$ cat config.mk
export PLATFORM = sky130hd
export DESIGN_NAME = coincidence_engine
export DESIGN_NICKNAME = d
export VERILOG_FILES = /design/src/rtl/coincidence_pkg.sv /design/src/rtl/edge_detector.sv /design/src/rtl/coincidence_engine.sv
export SDC_FILE = /design/constraint.sdc
export NUM_CORES = 1
export LEC_CHECK = 0
export ABC_AREA = 1
export CORE_MARGIN = 3
export CORE_UTILIZATION = 50
export DETAILED_ROUTE_END_ITERATION = 10
export HOLD_SLACK_MARGIN = 0.12
export PLACE_DENSITY = 0.8
export SLEW_MARGIN = 10
export SYNTH_ARGS = -nofsm -noshare
export SYNTH_HDL_FRONTEND = slang
export SYNTH_SLANG_ARGS = --single-unit
$ cat constraint.sdc
create_clock -name clk -period 3 [get_ports clk]
set_input_delay 0.3 -clock clk [delete_from_list [all_inputs] [get_ports clk]]
set_output_delay 0.3 -clock clk [all_outputs]
set_load 0.005 [all_outputs]
$ cat src/rtl/coincidence_pkg.sv
// Shared types and helpers for the N-channel coincidence engine.
package coincidence_pkg;

    typedef enum logic [1:0] {
        IDLE    = 2'd0,
        WINDOW  = 2'd1,
        HOLDOFF = 2'd2
    } state_e;

    localparam int unsigned MAX_CH = 16;
    localparam int unsigned POP_W  = 5;

    // Number of set bits; narrower channel vectors are zero-extended by the caller.
    function automatic logic [POP_W-1:0] popcount(input logic [MAX_CH-1:0] v);
        logic [POP_W-1:0] n;
        n = '0;
        for (int i = 0; i < MAX_CH; i++) begin
            n = n + POP_W'(v[i]);
        end
        return n;
    endfunction

endpackage

$ cat src/rtl/edge_detector.sv
// Two-stage level history per channel producing one masked pulse per rising edge.
module edge_detector #(
    parameter int unsigned WIDTH = 4
) (
    input  logic             clk,
    input  logic             rst_n,
    input  logic [WIDTH-1:0] i_level,
    input  logic [WIDTH-1:0] i_mask,
    output logic [WIDTH-1:0] o_edge_c
);

    logic [WIDTH-1:0] r_hit_q;
    logic [WIDTH-1:0] r_hit_prev;

    // History clears to 0 so a level already high at release reads as a fresh edge.
    always_ff @(posedge clk or negedge rst_n) begin
        if (!rst_n) begin
            r_hit_q    <= '0;
            r_hit_prev <= '0;
        end else begin
            r_hit_q    <= i_level;
            r_hit_prev <= r_hit_q;
        end
    end

    assign o_edge_c = r_hit_q & ~r_hit_prev & i_mask;

endmodule

$ cat src/rtl/coincidence_engine.sv
// Multiplicity coincidence detector: collects channel edges inside a window,
// pulses on acceptance, latches the pattern and suspends for a dead-time.
module coincidence_engine
    import coincidence_pkg::*;
#(
    parameter int unsigned NUM_CH          = 4,
    parameter int unsigned MIN_HITS        = 2,
    parameter int unsigned WINDOW_CYCLES   = 5_000_000,
    parameter int unsigned DEADTIME_CYCLES = 500_000_000,
    parameter int unsigned COUNT_W         = 16
) (
    input  logic               clk,
    input  logic               rst_n,
    input  logic [NUM_CH-1:0]  hit_in,
    input  logic [NUM_CH-1:0]  ch_mask,
    output logic               coincidence_detected,
    output logic [NUM_CH-1:0]  hit_pattern,
    output logic [NUM_CH-1:0]  enable_out,
    output logic               suspended,
    output logic [COUNT_W-1:0] event_count
);

    localparam int unsigned WIN_W = $clog2(WINDOW_CYCLES + 1);
    localparam int unsigned DT_W  = $clog2(DEADTIME_CYCLES + 1);

    state_e            r_state;
    logic [NUM_CH-1:0] r_mask;
    logic [WIN_W-1:0]  r_win_timer;
    logic [DT_W-1:0]   r_dt_timer;

    logic [NUM_CH-1:0] w_edge;
    logic [NUM_CH-1:0] w_new;
    logic [POP_W-1:0]  w_hits;
    logic              w_accept;

    edge_detector #(
        .WIDTH (NUM_CH)
    ) u_edge (
        .clk      (clk),
        .rst_n    (rst_n),
        .i_level  (hit_in),
        .i_mask   (ch_mask),
        .o_edge_c (w_edge)
    );

    // Candidate pattern and multiplicity test; edges never count during dead-time.
    always_comb begin
        w_new    = w_edge;
        if (r_state == WINDOW) begin
            w_new = r_mask | w_edge;
        end
        w_hits   = popcount(MAX_CH'(w_new));
        w_accept = (r_state != HOLDOFF) && (w_hits >= POP_W'(MIN_HITS));
    end

    always_ff @(posedge clk or negedge rst_n) begin
        if (!rst_n) begin
            r_state              <= IDLE;
            r_mask               <= '0;
            r_win_timer          <= '0;
            r_dt_timer           <= '0;
            coincidence_detected <= 1'b0;
            hit_pattern          <= '0;
            suspended            <= 1'b0;
            event_count          <= '0;
        end else begin
            coincidence_detected <= 1'b0;
            if (w_accept) begin
                coincidence_detected <= 1'b1;
                hit_pattern          <= w_new;
                if (event_count != '1) begin
                    event_count <= event_count + COUNT_W'(1);
                end
                r_state     <= HOLDOFF;
                r_dt_timer  <= '0;
                suspended   <= 1'b1;
                r_mask      <= '0;
                r_win_timer <= '0;
            end else begin
                case (r_state)
                    IDLE: begin
                        if (|w_edge) begin
                            r_mask      <= w_edge;
                            r_win_timer <= WIN_W'(1);
                            r_state     <= WINDOW;
                        end
                    end
                    WINDOW: begin
                        // Expiry wins over same-cycle edges: they are dropped, not re-armed.
                        if (r_win_timer == WIN_W'(WINDOW_CYCLES)) begin
                            r_state     <= IDLE;
                            r_mask      <= '0;
                            r_win_timer <= '0;
                        end else begin
                            r_mask      <= w_new;
                            r_win_timer <= r_win_timer + WIN_W'(1);
                        end
                    end
                    HOLDOFF: begin
                        if (r_dt_timer == DT_W'(DEADTIME_CYCLES - 1)) begin
                            r_state    <= IDLE;
                            r_dt_timer <= '0;
                            suspended  <= 1'b0;
                        end else begin
                            r_dt_timer <= r_dt_timer + DT_W'(1);
                        end
                    end
                    default: r_state <= IDLE;
                endcase
            end
        end
    end

    assign enable_out = ch_mask & ~{NUM_CH{suspended}};

endmodule

== Yosys cells after proc, flatten, opt, wreduce, memory -nomap -nowiden ==
Index checks and enable logic that the tools add are counted.
Storage, ports and cells
  output and inout bits: 26
  word-level logic and storage cells: 63
  bits in registers: 88
  input port bits: 10
Operators by class
  eq/ne operators: 9
  bitwise logic cells: 6
  reductions and logical operators: 10
  multiplexer cells: 21
  order comparisons: 1
  add/subtract/negate cells: 6
Operator list (count)
  29-bit 2-to-1 mux: 3
  23-bit 2-to-1 mux: 3
  23-bit one-hot mux with 2 select lines: 1
  29-bit by 1-bit adder with 29-bit output, second input constant: 1
  29-bit equality test, second input constant: 1
  23-bit by 1-bit adder with 23-bit output, second input constant: 1
  23-bit equality test, second input constant: 1
  16-bit by 1-bit adder with 16-bit output, second input constant: 1
  4-bit 2-to-1 mux: 4
  16-bit inequality test, second input constant: 1
  4-bit bitwise AND: 3
  2-bit 2-to-1 mux: 4
  4-bit NOT: 2
  4-bit one-hot mux with 2 select lines: 1
  3-bit inequality test, second input constant: 2
  2-bit one-hot mux with 3 select lines: 1
  2-bit AND reduction: 3
  3-bit by 1-bit adder with 4-bit output: 1
  4-bit by 2-bit >= comparator with 1-bit output, second input constant: 1
  1-bit 2-to-1 mux: 4
  4-bit OR: 1
  2-bit nonzero test: 2
  4-bit OR reduction: 1
  2-bit by 1-bit adder with 3-bit output: 1
  other kinds (9): 9

== Logic depth before layout (Yosys ltp) ==
  depth after elaboration: 12
  mapped depth: 16
  gate-level depth less buffers: 14

== Hierarchy ==
A second synthesis with hierarchy kept.
Unflattened totals
  cell total of the unflattened synthesis: 805
  area, all modules: 5522.8 um^2
Modules (own cells, without submodules)
  coincidence_engine: area an instance 5282.6 um^2, sequential area each 2001.9 um^2, times used 1, cells an instance 789
  edge_detector: area an instance 240.2 um^2, sequential area each 200.2 um^2, times used 1, cells an instance 16

== Worst setup path before layout ==
OpenSTA, ideal clock, no wires.
  path kind: reg2reg
  from: register r_state[1]
  to: register r_dt_timer[23]
  buffers on the path: 3
  data arrival time: 2.096 ns
  library setup time: 0.117 ns
  cell stages (with the launch flop): 15
  slack: 0.786 ns
  required time: 2.883 ns
  clock period less this slack: 2.214 ns
  cell sequence: dfrtp_1 inv_2 nand2_2 inv_1 buf_2 nand2_1 nand2_1 fa_1 nand2_2 nand2_2 nand2_4 buf_4 buf_6 nand3_1 nand2_1
On the way
  longest elaborated chain between the ends: 8
  elaborated cells on any way between the ends: 11
  those cells by class: 3 x add/sub; 1 x order compare; 3 x eq/ne; 2 x mux; 2 x reduce/logical
RTL lines
  start, declared: RTL line coincidence_engine.sv:26  | state_e r_state;
  start signal, assigned: RTL line coincidence_engine.sv:58  | r_state <= IDLE;
  start signal, assigned: RTL line coincidence_engine.sv:74  | r_state <= HOLDOFF;
  start signal, assigned: RTL line coincidence_engine.sv:85  | r_state <= WINDOW;
  2-bit by 1-bit equality test with 1-bit output *: RTL line coincidence_engine.sv:49  | if (r_state == WINDOW) begin
  4-bit 2-to-1 mux *: RTL line coincidence_engine.sv:49
  net w_new[0]: RTL line coincidence_engine.sv:32  | logic [NUM_CH-1:0] w_new;
  1-bit by 1-bit adder with 2-bit output *: RTL line coincidence_pkg.sv:18  | n = n + POP_W'(v[i]);
  2-bit by 1-bit adder with 3-bit output *: RTL line coincidence_pkg.sv:18
  3-bit by 1-bit adder with 4-bit output *: RTL line coincidence_pkg.sv:18
  4-bit by 2-bit >= comparator with 1-bit output *: RTL line coincidence_engine.sv:53  | w_accept = (r_state != HOLDOFF) && (w_hits >= POP_W'(MIN_HITS));
  1-bit logical AND *: RTL line coincidence_engine.sv:53
  29-bit 2-to-1 mux or 2-bit nonzero test (tied branches)
  end signal, assigned: RTL line coincidence_engine.sv:105  | r_dt_timer <= r_dt_timer + DT_W'(1);
  end, declared: RTL line coincidence_engine.sv:29  | logic [DT_W-1:0] r_dt_timer;
Mark *: on every way through the listed nets, which the timed path passes. The rest lies on a longest branch.
A chain may end at the register's enable or synchronous reset.

== Worst setup path after layout ==
  from: register r_state[1]
  to: register r_win_timer[11]
On the way
  longest elaborated chain between the ends: 9
  elaborated cells on any way between the ends: 14
  those cells by class: 3 x add/sub; 1 x order compare; 3 x eq/ne; 3 x mux; 4 x reduce/logical
RTL lines
  2-bit by 1-bit equality test with 1-bit output *: RTL line coincidence_engine.sv:49
  4-bit 2-to-1 mux *: RTL line coincidence_engine.sv:49
  net w_new[0]: RTL line coincidence_engine.sv:32
  1-bit by 1-bit adder with 2-bit output *: RTL line coincidence_pkg.sv:18
  2-bit by 1-bit adder with 3-bit output *: RTL line coincidence_pkg.sv:18
  3-bit by 1-bit adder with 4-bit output *: RTL line coincidence_pkg.sv:18
  4-bit by 2-bit >= comparator with 1-bit output *: RTL line coincidence_engine.sv:53
  1-bit logical AND *: RTL line coincidence_engine.sv:53
  3-bit inequality test (no line) or 3-bit nonzero test (tied branches)
  2-bit AND reduction (no line)
  end signal, assigned: RTL line coincidence_engine.sv:96  | r_win_timer <= r_win_timer + WIN_W'(1);
  end, declared: RTL line coincidence_engine.sv:28  | logic [WIN_W-1:0] r_win_timer;
Marked as above.

==> run_results.csv <==
group,metric,value,unit
outcome,outcome,"complete, no violations",
hold_path,whs_path_depth,1,
logic_synthesis,async_flop_share,100.0,%
place,numPortBuffers,35,
worst_setup_path,slowest_delay,0.51,ns
logic_synthesis,syn-num-nets,809,
logic_synthesis,yosysMostFrequentCell,"nand2_1",
cts,clkSinkCount,88,
logic_synthesis,synth_edf_count,0,
timing,slew_violations,0,
timing,clock_skew,0.02159,ns
route,avgViaCountPerCell,5.398,
timing,tns,0,ns
power_and_ir_drop,pwr-share-seq,56.9,%
logic_synthesis,synth_cell_types,34,
cts,clk_pin_slew_worst_paths,0.09,ns
worst_setup_path,reg2reg_depth,13,
timing,tightest_slew,0.6298,ns
logic_synthesis,synth_common_cells,"nand2_1 (238), nor2_1 (110), dfrtp_1 (88)",
logic_synthesis,yosysSeqAreaShare,39.90,%
logic_synthesis,ys_seq_elements,88,
power_and_ir_drop,switching_share,23.42,%
final_layout,antenna_cells,0,
place,gp_congestion,0.9458,
global_route,gr-total-overflow,0,
power_and_ir_drop,irDropWorstVdd,0.0002467,V
timing,maxSlewHeadroom,58.02,%
route,wl,13560,um
final_layout,syn_to_final_growth,11.45,%
worst_setup_path,cp-start-kind,"register",
logic_synthesis,synth_top_area_share,39.90,%
logic_synthesis,avgSynthCellArea,6.951,um^2
route,wl_per_cell,14.01,um
worst_setup_path,r2r_slack,0.38,ns
worst_setup_path,cp.required,3.28,ns
global_route,grt_pass1_wl,23540,um
final_layout,layout.nets,842,
hold_path,hold_class,"in2reg",
floorplanning,die_area,12330,um^2
logic_synthesis,syn_inst,794,
power_and_ir_drop,leakagePower,2.829,nW
worst_setup_path,cpMaxStageDelayCell,"fa_1",
timing,fin_crit_sh,87.26,%
floorplanning,fp.dieW,111.1,um
timing,period_minus_slack,2.618,ns
floorplanning,initial_core_util,52.52,%
power_and_ir_drop,power,0.002096,W
logic_synthesis,ys_top_cells_by_area,"dfrtp_1 (40%), nand2_1 (16%), nor2_1 (7.5%)",
cts,cts_buffer_depth,2,
power_and_ir_drop,p_int,0.001605,W
worst_setup_path,worstPathCellList,"inv_2 -> nand2_2 -> inv_1 -> nand2_1 -> nand2_1 -> fa_1 -> nand2_2 -> nand2_2 -> nand2_4 -> nand2_2 -> nand2_2 -> inv_2 -> o21ai_0",
power_and_ir_drop,power_density,340.8,nW/um^2
floorplanning,io_pins,36,
cts,cts-resized-gates,0,
worst_setup_path,arrival,2.90,ns
global_route,grt_use_total,22.97,%
logic_synthesis,netlist_area,5519,um^2
worst_setup_path,end_kind,"register",
logic_synthesis,synthFlopType,"dfrtp_1",
route,initialDrtViolationCount,489,
worst_setup_path,crit_type,"reg2reg",
flow_run,maxCapViolations,0,
cts,post_cts_buffers,0,
final_layout,drive_gt1_share,6.250,%
global_route,grt_pass1_vias,4933,
floorplanning,core-area,10510,um^2
place,hpwlAfterDp,9928,um
cts,cts_root_buffer,"clkbuf_8",
timing,fmax,382.0,MHz
cts,clk_latency,0.37,ns
route,ant_nets,0,
timing,hold_viol,0,
cts,cts_max_level,3,
floorplanning,row_count,37,
route,drtPass1Iterations,5,
global_route,grt_max_degree,52,
timing,setup_viol,0,
worst_setup_path,cpMostUsedCell,"nand2_2",
worst_setup_path,cp_max_fo,23,
power_and_ir_drop,switchingPower,0.0004908,W
route,vias,5225,
route,drc,0,
floorplanning,die_h,111.1,um
cts,numCtsBuffers,9,
logic_synthesis,ys_warn_count,0,
power_and_ir_drop,clockPowerShare,40.3,%
global_route,antenna_found_initial,0,
cts,holdBufCountCts,1,
power_and_ir_drop,p_comb_share,2.8,%
logic_synthesis,yosys.area.top_type,"dfrtp_1",
timing,rsz0062_at_grt,"no",
cts,tritoncts,"done",
worst max-delay path, delay by kind of cell, from the launching register on:
kind	cells	cell delay, ns
buffers and inverters	3	0.34
adders and majority gates	1	0.51
and+or+nand+nor	8	1.09
AOI/OAI and AO/OA	1	0.20
DFF	1	0.40
power by group through the flow:
stage	sequential, W	combinational [W]	clock (W)
2_1_floorplan	0.00122	0.0000126	0
3_3_place_gp	0.00122	0.0000581	0
3_5_place_dp	0.00122	0.0000594	0
4_1_cts	0.00119	0.0000606	0.000861
5_1_grt	0.00119	0.0000675	0.000914
6_report	0.00119	0.0000580	0.000846
placed cells by master (no fill, tap or decap), drive strengths merged:
cell type / n
a21oi: 6
a31oi: 4
a41oi: 1
and2: 3
buf: 7
bufinv: 1
clkbuf: 9
clkdlybuf4s50: 34
clkinv: 5
clkinvlp: 2
dfrtp: 88
dlygate4sd3: 1
fa: 1
ha: 4
inv: 93
nand2: 247
nand3: 71
nand3b: 4
nand4: 39
nor2: 113
nor2b: 1
nor3: 23
nor4: 1
o21ai: 49
o21bai: 1
xnor2: 4
xor2: 20
kinds of logic (layout without fill, tap and decap cells):
group	count (synthesis)	after routing	share of synthesized area [%]
compound gates	61	61	5.804
fa+ha+maj	5	5	1.270
simple gates	502	502	40.04
xor+xnor	24	24	3.809
buf+inv	114	152	9.181
flops	88	88	39.90
area by class of cell:
type	count	area (um^2)
sequential	88	2202
inverter	94	357.8
multi-input combinational	592	2810
tap	136	170.2
fill	956	4358
clock buffer	9	123.9
timing repair buffer	42	402.9
clock inverter	7	83.83
metal layers:
metal | track usage (%) | share of wire (%)
met2 | 35.92 | 47
met1 | 32.67 | 46
met5 | 0 | 0
met4 | 7.543 | 1.7
met3 | 3.821 | 5.5
path summary, 6_finish.rpt:
| path | from | to |
|---|---|---|
| worst max-delay path | r_state[1] | r_win_timer[11] |
| worst min-delay path | hit_in[2] | u_edge.r_hit_q[2] |
| worst max register to register | r_state[1] | r_win_timer[11] |
| worst min register to register | u_edge.r_hit_q[2] | u_edge.r_hit_prev[2] |
| max in group asynchronous | rst_n | event_count[6] |
| min in group asynchronous | rst_n | r_win_timer[10] |
per-stage QoR:
step                      instance area (um^2)  utilization (%)  cells  hold slack [ns]  setup slack (ns)
after floorplan                           5519                -    794         0.004409            0.7863
after global placement                    5933            56.46    951           0.3658            0.3984
after detailed placement                  5933            56.46    951           0.3712            0.2761
after CTS                                 6151            58.53    968           0.3522            0.3893
after global routing                      6151            58.53    968           0.3379            0.1272
final                                     6151            58.53    968           0.3640            0.3822
flip-flops by register name, summed over array words and instances, names as in the netlist:
register / cells
coincidence_detected: 1
event_count: 16
hit_pattern: 4
r_dt_timer: 29
r_mask: 4
r_state: 2
r_win_timer: 23
suspended: 1
u_edge.r_hit_prev: 4
u_edge.r_hit_q: 4
Note: power is estimated with default switching activity, not from simulation.
